File: src/rtl/uart_pkg.sv
// Shared state encoding and line-level constants for the UART transmit path.
package uart_pkg;

  typedef enum logic [2:0] {
    IDLE,
    START,
    DATA,
    PARITY,
    STOP
  } tx_state_e;

  localparam logic PAR_EVEN  = 1'b0;
  localparam logic PAR_ODD   = 1'b1;
  localparam logic LINE_IDLE = 1'b1;
  localparam logic START_BIT = 1'b0;
  localparam logic STOP_BIT  = 1'b1;

endpackage

File: src/rtl/uart_tx_serializer.sv
// Loadable shift-right register with saturating bit counter; done_o flags the last data bit.
// Load takes priority over shift/step; no backpressure, controlled entirely by the frame FSM.
module uart_tx_serializer
  import uart_pkg::*;
#(
  parameter int BUS_WIDTH = 8
) (
  input  logic                 clk_i,
  input  logic                 rst_ni,
  input  logic                 load_i,
  input  logic                 shift_i,
  input  logic                 step_i,
  input  logic [BUS_WIDTH-1:0] data_i,
  output logic                 bit_o,
  output logic                 done_o
);

  localparam int CNT_W = $clog2(BUS_WIDTH);

  logic [BUS_WIDTH-1:0] shreg_q, shreg_d;
  logic [CNT_W-1:0]     cnt_q, cnt_d;

  assign bit_o  = shreg_q[0];
  assign done_o = (cnt_q == CNT_W'(BUS_WIDTH - 1));

  always_comb begin
    shreg_d = shreg_q;
    cnt_d   = cnt_q;
    if (load_i) begin
      shreg_d = data_i;
      cnt_d   = '0;
    end else begin
      if (shift_i) shreg_d = shreg_q >> 1;
      // Saturate at the last bit index so the counter never wraps.
      if (step_i && !done_o) cnt_d = cnt_q + CNT_W'(1);
    end
  end

  always_ff @(posedge clk_i) begin
    if (!rst_ni) begin
      shreg_q <= '0;
      cnt_q   <= '0;
    end else begin
      shreg_q <= shreg_d;
      cnt_q   <= cnt_d;
    end
  end

endmodule

File: src/rtl/uart_tx_frame.sv
// UART TX framer: start, LSB-first data, optional parity, stop; one bit per CLK, TX_OUT 1 cycle after accept.
// Requests only taken in IDLE (and STOP with UART_TX_BACK2BACK_EN defined); BUSY is the backpressure.
module uart_tx_frame
  import uart_pkg::*;
#(
  parameter int BUS_WIDTH = 8
) (
  input  logic                 CLK,
  input  logic                 RST,
  input  logic [BUS_WIDTH-1:0] P_DATA,
  input  logic                 DATA_VALID,
  input  logic                 PAR_EN,
  input  logic                 PAR_TYP,
  output logic                 TX_OUT,
  output logic                 BUSY
);

  tx_state_e state_q, state_d;
  logic      tx_q, tx_d;
  logic      busy_q, busy_d;
  logic      par_en_q, par_en_d;
  logic      par_q, par_d;
  logic      load, shift, step, accept;
  logic      ser_bit, ser_done;

  uart_tx_serializer #(.BUS_WIDTH(BUS_WIDTH)) u_ser (
    .clk_i  (CLK),
    .rst_ni (RST),
    .load_i (load),
    .shift_i(shift),
    .step_i (step),
    .data_i (P_DATA),
    .bit_o  (ser_bit),
    .done_o (ser_done)
  );

  assign TX_OUT = tx_q;
  assign BUSY   = busy_q;

  always_comb begin
    state_d  = state_q;
    tx_d     = LINE_IDLE;
    busy_d   = 1'b0;
    par_en_d = par_en_q;
    par_d    = par_q;
    load     = 1'b0;
    shift    = 1'b0;
    step     = 1'b0;
    accept   = 1'b0;

    case (state_q)
      IDLE:   accept = DATA_VALID;
      // Bit 0 goes onto the line as START ends; counter already sits at 0 from load.
      START: begin
        state_d = DATA;
        tx_d    = ser_bit;
        shift   = 1'b1;
        busy_d  = 1'b1;
      end
      DATA: begin
        busy_d = 1'b1;
        if (!ser_done) begin
          tx_d  = ser_bit;
          shift = 1'b1;
          step  = 1'b1;
        end else if (par_en_q) begin
          state_d = PARITY;
          tx_d    = par_q;
        end else begin
          state_d = STOP;
          tx_d    = STOP_BIT;
        end
      end
      PARITY: begin
        state_d = STOP;
        tx_d    = STOP_BIT;
        busy_d  = 1'b1;
      end
      STOP: begin
        state_d = IDLE;
`ifdef UART_TX_BACK2BACK_EN
        accept  = DATA_VALID;
`endif
      end
      default: state_d = IDLE;
    endcase

    if (accept) begin
      load     = 1'b1;
      par_en_d = PAR_EN;
      par_d    = (^P_DATA) ^ PAR_TYP;
      state_d  = START;
      tx_d     = START_BIT;
      busy_d   = 1'b1;
    end
  end

  always_ff @(posedge CLK) begin
    if (!RST) begin
      state_q  <= IDLE;
      tx_q     <= LINE_IDLE;
      busy_q   <= 1'b0;
      par_en_q <= 1'b0;
      par_q    <= 1'b0;
    end else begin
      state_q  <= state_d;
      tx_q     <= tx_d;
      busy_q   <= busy_d;
      par_en_q <= par_en_d;
      par_q    <= par_d;
    end
  end

endmodule

File: config.mk
export PLATFORM = sky130hd
export DESIGN_NAME = uart_tx_frame
export DESIGN_NICKNAME = d
export VERILOG_FILES = /design/src/rtl/uart_pkg.sv /design/src/rtl/uart_tx_serializer.sv /design/src/rtl/uart_tx_frame.sv
export SDC_FILE = /design/constraint.sdc
export NUM_CORES = 1
export LEC_CHECK = 0
export ABC_CLOCK_PERIOD_IN_PS = 4500
export CORE_ASPECT_RATIO = 0.7
export CORE_MARGIN = 4
export CORE_UTILIZATION = 43
export DETAILED_ROUTE_END_ITERATION = 7
export PLACE_DENSITY = 0.66
export SLEW_MARGIN = 30
export SYNTH_ARGS = -nofsm -noshare
export SYNTH_HDL_FRONTEND = slang
export SYNTH_SLANG_ARGS = --single-unit
File: constraint.sdc
create_clock -name CLK -period 4.5 [get_ports CLK]
set_input_delay 1.35 -clock CLK [delete_from_list [all_inputs] [get_ports CLK]]
set_output_delay 1.35 -clock CLK [all_outputs]
set_load 0.005 [all_outputs]
==> metrics <==
largest net degree at the start of global routing 18; dpl cells approximately 150; Fill cells around 220; VDD IR max roughly 0.18 mV; startpoint types input pin; final hold vios 0; routed len/inst ~14 um; FMAX around 370 MHz; PwrDens 312 nW/um2; WS Path Type in2reg; number of cells produced by synthesis around 110; vias in the first global route 740; initial antenna violation count 0; core area 2170 um2; Mapped Area 986 um2; Synth cell types 30; GRT Overall Usage 15.0%; worst reg2reg path startpoint state_q[0]; Antenna diodes 0; final setup fails 0; routed vias/inst around 5.5; Slowest-stage cell, CP nor3b_1; critical hold path startpoint par_en_q; 1st-pass router iterations 4; post-layout min period about 2700 ps; # rows 14; antenna-violating nets left 0; Area Growth Syn to Fin 18.8%; syn_nets 124; crit path DAT just under 3000 ps; top cells by area, synth dfxtp_1 37%, nor4bb_1 7.1%, a2bb2oi_1 6.2%, a211oi_1 5.3%, nor2_1 5.3%; design area 1170 um2; max_slew headroom 44.1%; gpl congestion between 0.7 and 0.8; Synth top area share 36.5%; CP startpoint DATA_VALID; die width 65.2 um; 1st-iter DRT viols 53; post-CTS sizing 0; Tot Pwr around 0.00037 W; unrepaired setup endpoints after global routing false; Final Max Slew Viols 0; Layout Utilization between 50% and 60%; drt drc 0; Max H-tree Level 1; FF+latch count, synth 18; synth warn 0; via count roughly 830; Nets around 140; insertion delay to the later sink of the worst-skew pair roughly 290 ps; run status finished clean; Layout Cells excl Fill roughly 150; CTS root buf clkbuf_4; CTS tree done; clock tree sinks 18; Placed Area 1130 um2; die height between 40 and 50 um; sequential share of the synthesized area between 30% and 40%; Max-Cap Viols 0; Avg Inst Size Synth roughly 9.0 um2; HPWL Detailed about 1500 um; Num CTS Buffers 3; crit-path max FO 7; Worst Tran Pin Value between 800 and 900 ps; crit-path max cell delay about 700 ps; period utilization 60.8%; worst min path class reg2reg; CP Capture Type flop; Top Ports 15; setup bufs post-CTS 0; setup TNS after final layout 0 ps; Crit path required time between 4000 and 5000 ps; Lkg Pwr approximately 0.43 nW; # port buffers 14; clock tree buffer depth 2; Synth area leader dfxtp_1; Detailed Route WL 2060 um; clock skew ~8.4 ps; Initial Utilization 45.4%; die area between 3000 and 4000 um2; cells along the critical path clkdlybuf4s50_1 > nor3b_1 > a211oi_1 > a2bb2oi_1 > nor2_1; first-pass GRT wire length around 3500 um; overflow left after global routing 0; # hold bufs at CTS 0; share of layout cells above drive strength 1 6.67%; clk slew on worst S/H paths 100 ps
-- cell families after synthesis --
group / Yosys count / synth area share (%)
AND/OR/NAND/NOR: 42 / 25.8
AO/OA/AOI/OAI: 30 / 22.0
flip-flops: 18 / 36.5
buffers and inverters: 8 / 3.55
XOR/XNOR: 7 / 7.61
multiplexers: 2 / 2.03
adder cells (fa/ha/maj): 2 / 2.54
-- power by group --
| part | leakage [nW] | switching, W | internal [W] |
|---|---|---|---|
| sequential | 0.148 | 0.0000139 | 0.000173 |
| combinational | 0.258 | 0.0000356 | 0.0000449 |
| clock | 0.0210 | 0.0000488 | 0.0000493 |
-- cells in the mapped netlist --
master     count
nor4b_2        2
nand4_1        1
nor2b_1        1
ha_1           2
o211ai_2       1
nand3_1        2
nor3b_1        3
o21ai_1        1
a21oi_1        3
or3_1          2
xnor2_1        5
buf_2          1
buf_4          1
mux2i_1        2
o41ai_1        1
xor2_1         1
nor2_1        14
a21boi_0       2
nor4bb_1       7
dfxtp_1       18
o21bai_2       1
nand2b_1       2
a2bb2oi_1      7
xnor3_1        1
inv_1          1
nand2_1        7
a211oi_1       7
clkbuf_1       5
nor3_1         1
o21ai_0        7
-- registers in the layout (all words and copies together) (netlist names) --
name           cells
TX_OUT             1
state_q            3
par_en_q           1
par_q              1
u_ser.shreg_q      8
BUSY               1
u_ser.cnt_q        3
-- final cells by class --
type | count | area, um2 | share of cell area [%]
Multi-Input combinational cell | 83 | 591 | 50.4
Sequential cell | 18 | 360 | 30.8
Timing Repair Buffer | 14 | 140 | 12.0
Tap cell | 32 | 40.0 | 3.42
Clock buffer | 4 | 36.3 | 3.10
Inverter | 1 | 3.75 | 0.321
-- critical path: cells and delay by family --
kind | cells | cell delay, ps
AO/OA/AOI/OAI | 2 | 310
AND/OR/NAND/NOR | 2 | 800
buffers and inverters | 1 | 510
-- path summary, 6_finish.rpt --
kind	end	slack, ps	cells after the start
hold reg to reg	par_en_q	500	2
setup reg to reg	u_ser.shreg_q[1]	2590	4
setup / recovery	u_ser.shreg_q[4]	1760	5
hold / removal	par_en_q	500	2
-- metal layers --
metal  track usage (%)  share of wire, %  vias to the layer above
met2              23.1                40                       20
met1              19.6                53                      381
met3              6.10               6.6                        3
met5                 0                 0                        -
li1                  -                 -                      425
met4              4.13              0.92                        0
-- cell usage in the layout, fill, tap and decap left out --
cell type        instances
a211oi_1                 7
a21boi_0                 2
a21oi_1                  3
a2bb2oi_1                7
clkbuf_4                 3
clkbuf_8                 1
clkdlybuf4s50_1         14
dfxtp_1                 18
ha_1                     2
inv_1                    1
mux2i_1                  2
nand2_1                  7
nand2b_1                 2
nand3_1                  2
nand4_1                  1
nor2_1                  14
nor2b_1                  1
nor3_1                   1
nor3b_1                  3
nor4b_2                  2
nor4bb_1                 7
o211ai_2                 1
o21ai_0                  7
o21ai_1                  1
o21bai_2                 1
o41ai_1                  1
or3_1                    2
xnor2_1                  5
xnor3_1                  1
xor2_1                   1
-- through the flow --
stage / hold WS (ps) / setup slack (ps)
detailed placement: 488 / 1470
global route: 542 / 1560
CTS: 504 / 1760
global placement: 478 / 1520
floorplan: 457 / 2110
finish: 500 / 1760
No activity file was read; power rests on OpenSTA's default activity.
